### config.mk
export PLATFORM = sky130hd
export DESIGN_NAME = alu_share_arbiter
export DESIGN_NICKNAME = d
export VERILOG_FILES = /design/src/rtl/alu_share_arbiter.sv
export SDC_FILE = /design/constraint.sdc
export NUM_CORES = 1
export LEC_CHECK = 0
export CAP_MARGIN = 20
export CORE_ASPECT_RATIO = 0.6
export CORE_MARGIN = 3
export CORE_UTILIZATION = 41
export CTS_BUF_LIST = sky130_fd_sc_hd__clkbuf_8
export DETAILED_ROUTE_END_ITERATION = 6
export GPL_ROUTABILITY_DRIVEN = 0
export HOLD_SLACK_MARGIN = 0.05
export PLACE_DENSITY_LB_ADDON = 0.2
export SLEW_MARGIN = 20
export SYNTH_ARGS = -nofsm -noshare
export SYNTH_HDL_FRONTEND = slang
export SYNTH_SLANG_ARGS = --single-unit
### constraint.sdc
create_clock -name clk -period 1.8 [get_ports clk]
set_clock_uncertainty 0.1 [all_clocks]
set_input_delay 0.18 -clock clk [delete_from_list [all_inputs] [get_ports clk]]
set_output_delay 0.18 -clock clk [all_outputs]
set_load 0.02 [all_outputs]
### src/rtl/alu_share_arbiter.sv
// Two-port round-robin arbiter that time-shares one external 4-bit ALU over valid/ready channels.
// Optional per-port completed-op counters are enabled by defining ALU_STATS_EN.
module alu_share_arbiter #(
    parameter int unsigned NPORT = 2,
    parameter int unsigned CNT_W = 8
) (
    input  logic             clk,
    input  logic             rst,
    input  logic [NPORT-1:0] i_req_valid,
    output logic [NPORT-1:0] o_req_ready,
    input  logic [5:0]       i_req_op,
    input  logic [7:0]       i_req_a,
    input  logic [7:0]       i_req_b,
    output logic [NPORT-1:0] o_rsp_valid,
    input  logic [NPORT-1:0] i_rsp_ready,
    output logic [3:0]       o_rsp_result,
    output logic [2:0]       o_rsp_flags,
    output logic [3:0]       o_alu_a,
    output logic [3:0]       o_alu_b,
    output logic [2:0]       o_alu_sel,
    input  logic [3:0]       i_alu_result,
    input  logic             i_alu_out,
    input  logic             i_alu_over,
    input  logic             i_alu_c
`ifdef ALU_STATS_EN
    ,
    output logic [CNT_W-1:0] o_stat_cnt0,
    output logic [CNT_W-1:0] o_stat_cnt1
`endif
);

    localparam int unsigned OP_W  = 3;
    localparam int unsigned DAT_W = 4;

    typedef enum logic [1:0] {
        IDLE = 2'd0,
        EXEC = 2'd1,
        RESP = 2'd2
    } state_t;

    generate
        if (NPORT != 2) begin : g_bad_nport
            $error("alu_share_arbiter supports NPORT == 2 only");
        end
        if (CNT_W == 0) begin : g_bad_cnt_w
            $error("alu_share_arbiter requires CNT_W >= 1");
        end
    endgenerate

    state_t r_state;
    logic   r_last_grant;
    logic   r_owner;

    logic             w_grant;
    logic             w_accept;
    logic [OP_W-1:0]  w_op;
    logic [DAT_W-1:0] w_a;
    logic [DAT_W-1:0] w_b;

    // Round-robin pick: on conflict the port that did not win last time is served.
    always_comb begin
        w_grant = 1'b0;
        if (i_req_valid[0] && i_req_valid[1]) begin
            w_grant = ~r_last_grant;
        end else if (i_req_valid[1]) begin
            w_grant = 1'b1;
        end
    end

    // Ready is held low while reset is asserted even though the state already reads IDLE.
    assign w_accept    = !rst && (r_state == IDLE) && (|i_req_valid);
    assign o_req_ready = w_accept ? (w_grant ? NPORT'(2'b10) : NPORT'(2'b01)) : '0;

    assign w_op = w_grant ? i_req_op[5:3] : i_req_op[2:0];
    assign w_a  = w_grant ? i_req_a[7:4]  : i_req_a[3:0];
    assign w_b  = w_grant ? i_req_b[7:4]  : i_req_b[3:0];

    always_ff @(posedge clk or posedge rst) begin
        if (rst) begin
            r_state      <= IDLE;
            r_last_grant <= 1'b1;
            r_owner      <= 1'b0;
            o_rsp_valid  <= '0;
            o_rsp_result <= '0;
            o_rsp_flags  <= '0;
            o_alu_a      <= '0;
            o_alu_b      <= '0;
            o_alu_sel    <= '0;
        end else begin
            case (r_state)
                IDLE: begin
                    if (w_accept) begin
                        o_alu_a   <= w_a;
                        o_alu_b   <= w_b;
                        o_alu_sel <= w_op;
                        r_owner   <= w_grant;
                        r_state   <= EXEC;
                    end
                end
                EXEC: begin
                    o_rsp_result <= i_alu_result;
                    o_rsp_flags  <= {i_alu_out, i_alu_over, i_alu_c};
                    o_rsp_valid  <= r_owner ? NPORT'(2'b10) : NPORT'(2'b01);
                    r_state      <= RESP;
                end
                RESP: begin
                    if (i_rsp_ready[r_owner]) begin
                        o_rsp_valid  <= '0;
                        r_last_grant <= r_owner;
                        r_state      <= IDLE;
                    end
                end
                default: begin
                    r_state <= IDLE;
                end
            endcase
        end
    end

`ifdef ALU_STATS_EN
    // Saturating completion counters, bumped on the response handshake of the owning port.
    always_ff @(posedge clk or posedge rst) begin
        if (rst) begin
            o_stat_cnt0 <= '0;
            o_stat_cnt1 <= '0;
        end else if (r_state == RESP && i_rsp_ready[r_owner]) begin
            if (!r_owner && o_stat_cnt0 != {CNT_W{1'b1}}) begin
                o_stat_cnt0 <= o_stat_cnt0 + CNT_W'(1);
            end
            if (r_owner && o_stat_cnt1 != {CNT_W{1'b1}}) begin
                o_stat_cnt1 <= o_stat_cnt1 + CNT_W'(1);
            end
        end
    end
`endif

endmodule
== Word level (Yosys, flattened, before mapping) ==
Index checks and enable logic that the tools add are counted.
Storage, ports and cells
  output and inout port bits: 22
  memories kept: 0
  input port bits: 35
  RAM bits: 0
  memory bits (read-only): 0
  register bits after elaboration: 24
  word-level logic and storage cells: 40
  bits in latches: 0
Cells by class
  reductions and logical operators: 11
  bitwise operators: 1
  shift-type cells: 0
  equality and inequality tests: 4
  multipliers: 0
  add/subtract/negate cells: 0
  multiplexer cells: 14
  divide/modulo/power cells: 0
  order comparisons: 1
Operators with widths (count)
  2-bit 2-to-1 mux: 5
  4-bit 2-to-1 mux: 2
  2-bit AND reduction: 4
  2-bit case mux with 3 select lines: 1
  1-bit 2-to-1 mux: 4
  2-bit != test (second input constant): 2
  2-bit case mux with 2 select lines: 1
  1-bit logical AND: 3
  3-bit 2-to-1 mux: 1
  2-bit by 1-bit == test with 1-bit output (second input constant): 1
  2-bit == test (second input constant): 1
  2-bit logical NOT: 1
  1-bit by 2-bit less-than comparator with 1-bit output (second input constant): 1
  2-bit nonzero test: 1
  2-bit OR reduction: 1
  1-bit logical NOT: 1
  1-bit NOT: 1

== Longest topological paths before layout ==
Gate-level depths: netlist of run 1.
  depth after elaboration: 5
  mapped depth: 4
  gate-level depth less buffers: 3

== Least setup slack after synthesis of run 1 ==
Ideal clock, no wire load.
  path type: flip-flop to output port
  start point: reg r_last_grant
  end point: out o_req_ready[1]
  data required time: 1.520 ns
  slack: 0.171 ns
  arrival: 1.349 ns
  buffers on the path: 1
  cell stages (with the launch flop): 4
  path through: dfstp_2 -> a21bo_2 -> buf_2 -> nor4_1
On the way
  longest elaborated chain between the ends: 4
RTL lines
  from (decl): RTL line 51  | logic r_last_grant;
  from (signal assigned): RTL line 109  | r_last_grant <= r_owner;
  1-bit NOT: RTL line 64  | w_grant = ~r_last_grant;
  1-bit 2-to-1 mux: RTL line 63  | if (i_req_valid[0] && i_req_valid[1]) begin
  2-bit 2-to-1 mux (2 in a row): RTL line 72  | assign o_req_ready = w_accept ? (w_grant ? NPORT'(2'b10) : NPORT'(2'b01)) : '0;
  to (decl): RTL line 10  | output logic [NPORT-1:0] o_req_ready,
No other way between the ends.

== Worst setup path after layout of run 1 ==
  start point: in i_req_valid[1]
  end point: out o_req_ready[1]
On the way
  longest elaborated chain between the ends: 4
  elaborated cells on any way between the ends: 7
  those cells by class: mux (4); reduce/logical (3)
RTL lines
  from (decl): RTL line 9  | input logic [NPORT-1:0] i_req_valid,
  1-bit 2-to-1 mux or 1-bit logical AND (tied branches): RTL line 65, 63
  1-bit 2-to-1 mux: RTL line 63
  2-bit 2-to-1 mux: RTL line 72
  2-bit 2-to-1 mux *: RTL line 72
Every way passes the cells marked *; elsewhere a longest branch is shown, timed or not.

==> impl_metrics.toml, run 1 <==
[sta]
hold_slack_ps = 184
max_slew_margin_pct = 75.2
period_needed_ps = 1690
finalHoldViolations = 0
grt_setup_unrepaired = "no"
max_freq_mhz = 591
maxSlewViolCount = 0
setup_viol = 0
finalCritPeriodShare_pct = 94.0
worstMarginPinSlew_ps = 371

[clock_network]
clk_latency_ps = 260
cts_hold_buf = 0
htreeDepth = 1
post_cts_buffers = 0
cts_root_buffer = "clkbuf_8"
clockBufferDepth = 2
numCtsBuffers = 3
tritoncts = "built"
path_clk_slew_ps = 80
cts.sinks = 24

[synth]
syn_avg_cell_area_sq_um = 11.5
synthesis.nets = 135
ys_types = 24
netlist_top_cells_area = "dfrtp_1 50%, a2bb2oi_2 12%, o32ai_1 8.4%"
synth_area_sq_um = 1150
ys_seq_elements = 24
synth_xor_area_share_pct = 0
seq_area_frac_synth_pct = 52.3
synthMuxAreaShare_pct = 0.978
syn_inst = 100
ys_warn_count = 0
synth_top_area_cell = "dfrtp_1"
synth_compound_area_share_pct = 27.9
synth_top_area_share_pct = 50.0
synth_top_family_by_area = "compound AO/OA/AOI/OAI gates"
synthSimpleGateAreaFrac_pct = 13.7
synth-adder-area-share_pct = 0

[critical_path]
worst_setup_path_end_kind = "output pin"
slowest_stage = "clkdlybuf4s50_1"
worst_ep_required_time_ps = 1520
crit_chain = "clkdlybuf4s50_1, a21bo_2, nor4_1, dlygate4sd2_1"
crit_fanout = 2
max_stage_delay_ps = 480
path_class = "in2out"
arrival_ps = 1410
start_kind = "input pin"

[layout]
nets = 199
layout_commonest_cell = "clkdlybuf4s50_1"
area_growth_pct = 59.1
final_cells = 195
drive_gt1_share_pct = 18.4
nFillCells = 190
most-common-layout-cells = "54 x clkdlybuf4s50_1, 23 x dfrtp_1, 21 x nand2_1, 11 x o32ai_1, 10 x buf_4"
finalInstanceArea_sq_um = 1830
n_antenna_cell = 0

[global_routing]
grt_pass1_vias = 1094
grt.overflow.total = 0
grt_max_degree = 14
grt_pass1_wl_mm = 4.99
grt_use_total_pct = 19.6
antenna_found_initial = 0

[floorplan]
dieArea_sq_um = 3500
core_area_sq_um = 2590
fp.dieH_um = 47.0
start_util_pct = 44.4
row_count = 14
io_pins = 57
fp.dieW_um = 74.4

[place]
place_hpwl_mm = 2.55
dp.cells = 191
portBuffers = 56
placedInstanceArea_sq_um = 1780

[power]
powerDensity_nw_per_um2 = 1580
ir_worst_vdd_mv = 0.955
p_leak_nw = 0.760

[route]
wl_per_cell_um = 16.1
first_pass_iters = 4
drt-vias-per-instance = 5.49
vias = 1071
drcViolationCount = 0
antenna_left = 0
drt_iter0_markers = 58
totalWireLength_mm = 3.13

[run_status]
outcome = "finished, final reports clean"

[run]
maxCapViolations = 0

[worst_hold_path]
hp-class = "in2async"
[cells by family after synthesis]
group,count (synthesis)
flip-flops,24
AND/OR/NAND/NOR,32
multiplexers,1
buffers and inverters,11
AO/OA/AOI/OAI,32
[routing by layer]
layer | part of all wire [%] | up-vias | global-route usage (%)
met5 | 0 | - | 0
met4 | 1.5 | 0 | 6.38
met3 | 6.5 | 6 | 6.20
met2 | 49 | 46 | 32.1
met1 | 43 | 525 | 25.3
li1 | - | 494 | -
[where the power goes]
group,internal [mW],total (mW),switching [mW]
Sequential,0.804,0.988,0.184
Clock,0.195,0.361,0.166
Combinational,0.815,1.55,0.732
Total,1.81,2.90,1.08
[cells in the mapped netlist, drive strengths merged]
cell type and number:
nand3b 1, nor2b 3, dfstp 1, mux2 1, buf 7, nor3 1
nor3b 1, o21ai 1, a2bb2oi 11, dfrtp 23, o21a 1, a21bo 1
a311oi 1, nor2 3, a21oi 5, nor4 1, nand2 21, a221oi 1
nand2b 1, o32ai 11, inv 4
[final cells by class]
class	count	area, sq um	area share [%]
flip-flops and latches	24	602	32.9
well taps	32	40.0	2.19
inverters	4	15.0	0.820
repair buffers	66	629	34.4
multi-input cells	65	490	26.8
clock buffers	4	55.1	3.01
[worst max-delay path: cells and delay by family]
family	cells	cell delay, ps
simple gates	1	140
buf+inv	2	850
compound gates	1	240
[stage by stage]
| step | setup TNS (ps) | total power, mW | worst slack [ps] | util [%] |
|---|---|---|---|---|
| floorplan | 0 | 1.85 | 171 | - |
| global placement | -357 | 2.51 | -189 | 68.8 |
| detailed placement | -429 | 2.56 | -215 | 68.8 |
| CTS | 0 | 2.93 | 35.4 | 70.8 |
| global route | 0 | 3.08 | 8.23 | 70.7 |
| finish | 0 | 2.90 | 109 | 70.7 |
[registers in the layout, summed over array words and instances, names as in the netlist]
signal	flops
o_alu_sel	3
o_rsp_valid	2
o_alu_a	4
r_state	2
r_owner	1
o_rsp_flags	3
o_alu_b	4
r_last_grant	1
o_rsp_result	4
[path summary, 6_finish.rpt]
check / from / to / slack (ps) / cells after the start
setup / recovery: i_req_valid[1] / o_req_ready[1] / 110 / 4
hold / removal: rst / r_owner / 180 / 2
setup reg to reg: r_state[0] / o_alu_a[2] / 260 / 4
hold reg to reg: o_rsp_flags[2] / o_rsp_flags[2] / 380 / 2
max in group asynchronous: rst / o_rsp_result[3] / 960 / 3
min in group clk: i_alu_out / o_rsp_flags[2] / 340 / 3
[what timing repair did]
action,CTS,global route
pin swaps,0,0
endpoints found under the setup margin,2,1
gates cloned,0,0
gates resized for setup,2,2
(Power assumes the default switching activity.)
==> run 2, diff against run 1 <==
Settings changed: CORE_UTILIZATION 41 to 37.
Clock period 1.8 ns to 1.4 ns, I/O delays scaled along.
==> run 2 against run 1 <==
  * Die area rose by 9.7%
  * Global-route usage fell by 0.88 points
  * Count of clock-buffer cells in the layout fell by 1
  * Hold slack improved by 110 ps
  * The run now ends with negative setup slack left
  * Setup slack got worse by 230 ps
  * Via count rose by 2.8%
  * Largest cell class unchanged
  * Critical path depth fell by 1
  * Register-to-register slack got worse by 280 ps
==> impl_metrics.toml, run 2 (synthesis results as in run 1) <==
[layout]
nets = 212
finalInstanceArea_sq_um = 2130
drive_gt1_share_pct = 36.4
area_growth_pct = 85.0
most-common-layout-cells = "33 x clkdlybuf4s50_1, 23 x dfrtp_1, 21 x nand2_1, 20 x dlygate4sd2_1, 18 x buf_4"
nFillCells = 183
reg_top3 = "o_alu_a x4, o_alu_b x4, o_rsp_result x4"
n_antenna_cell = 0
layout_commonest_cell = "clkdlybuf4s50_1"

[sta]
finalHoldViolations = 0
maxSlewViolCount = 0
worstMarginPinSlew_ps = 291
max_slew_margin_pct = 80.5
finalCritPeriodShare_pct = 109
max_freq_mhz = 658
fin_ws_ps = -120
grt_setup_unrepaired = "yes"
setup_tns_ps = -234
period_needed_ps = 1520
setup_viol = 7

[route]
antenna_left = 0
drt_iter0_markers = 28
totalWireLength_mm = 3.76
vias = 1101
drcViolationCount = 0
drt-vias-per-instance = 5.10
first_pass_iters = 4
wl_per_cell_um = 17.4

[power]
p_int_mw = 2.54
p_leak_nw = 0.912
powerDensity_nw_per_um2 = 1940
ir_worst_vdd_mv = 1.20
power_frac_seq_pct = 30.4
p_clk_share_pct = 14.7
total_power_mw = 4.12
switchingPower_mw = 1.58
power_switching_share_pct = 38.3
power_frac_comb_pct = 55.0

[global_routing]
antenna_found_initial = 0
grt_use_total_pct = 18.8
grt_pass1_wl_mm = 5.70
grt_pass1_vias = 1120
grt_max_degree = 15
grt.overflow.total = 0

[clock_network]
clockBufferDepth = 2
tritoncts = "built"
path_clk_slew_ps = 90
htreeDepth = 1
cts_root_buffer = "clkbuf_8"
clk_latency_ps = 270
numCtsBuffers = 3
cts.sinks = 24

[place]
placedInstanceArea_sq_um = 1850
portBuffers = 56
place_hpwl_mm = 2.60

[critical_path]
crit_fanout = 2
r2r_end = "o_rsp_valid[1]"
path_class = "reg2out"
start_kind = "flop"
r2r_slack_ps = -20
worst_ep_required_time_ps = 1160
reg2reg_depth = 5
rr_startpoint = "r_state[0]"
arrival_ps = 1280
worst_setup_path_end_kind = "output pin"

[run]
maxCapViolations = 0

[worst_hold_path]
hold_path_end = "o_rsp_result[0]"
whs_path_depth = 3
worstHoldStart = "i_alu_result[0]"
hp-class = "in2reg"

[run_status]
outcome = "finished with violations"
violations = "negative setup slack"

[floorplan]
dieArea_sq_um = 3840
core_area_sq_um = 2730
row_count = 14
fp.dieW_um = 78.0
start_util_pct = 42.1
fp.dieH_um = 49.2
io_pins = 57
==> run 2: how the worst max path moves through the flow <==
stage | startpoint | endpoint | slack, ps
floorplan | r_last_grant | r_owner | 40
global placement | i_req_valid[1] | o_req_ready[1] | -500
detailed placement | i_req_valid[1] | o_req_ready[1] | -520
CTS | r_state[1] | o_req_ready[0] | -140
global route | r_state[0] | o_req_ready[0] | -170
finish | r_state[0] | o_req_ready[0] | -120
==> run 2: critical path, stage by stage (launching register included) <==
cell and delay (ps):
dfrtp_1 410, nor3_4 210, nor3b_4 250, buf_6 150
==> run 2: through the flow <==
stage / hold slack (ps) / utilization, % / std cells / worst slack (ps)
final: 297 / 77.9 / 216 / -120
after global routing: 302 / 77.9 / 216 / -171
after CTS: 294 / 70.6 / 211 / -143
after detailed placement: 362 / 67.7 / 205 / -522
after global placement: 358 / 67.7 / 205 / -499
after floorplan: 53.9 / - / 100 / 42.1
==> run 2: what timing repair did <==
item,in CTS,in global routing
setup buffers,1,5
pin swaps,4,2
endpoints found under the hold margin,0,0
hold buffers,0,0
gates resized for setup,36,27
endpoints found under the setup margin,38,21
cloned,1,0
==> run 2: final cells by class <==
| cell class | instances | area [sq um] | area share, % |
|---|---|---|---|
| flip-flops and latches | 24 | 602 | 28.3 |
| repair buffers | 78 | 724 | 34.0 |
| well taps | 40 | 50.0 | 2.35 |
| inverters | 4 | 15.0 | 0.705 |
| multi-input cells | 66 | 667 | 31.3 |
| clock inverters | 1 | 30.0 | 1.41 |
| clock buffers | 3 | 41.3 | 1.94 |
==> run 2: power groups by stage <==
stage	registers, mW	logic (mW)	clock network (mW)
after floorplan	1.64	0.757	0
after global placement	1.25	2.09	0
after detailed placement	1.27	2.14	0
after CTS	1.24	2.01	0.615
after global routing	1.30	2.40	0.647
final	1.25	2.27	0.605
==> run 2: metal layers <==
layer / wire, um / vias to the layer above / GRT usage [%]
met5: 0 / - / 0
met4: 36 / 0 / 1.74
met3: 202 / 4 / 5.72
met2: 1790 / 34 / 29.5
met1: 1730 / 539 / 26.4
li1: - / 524 / -
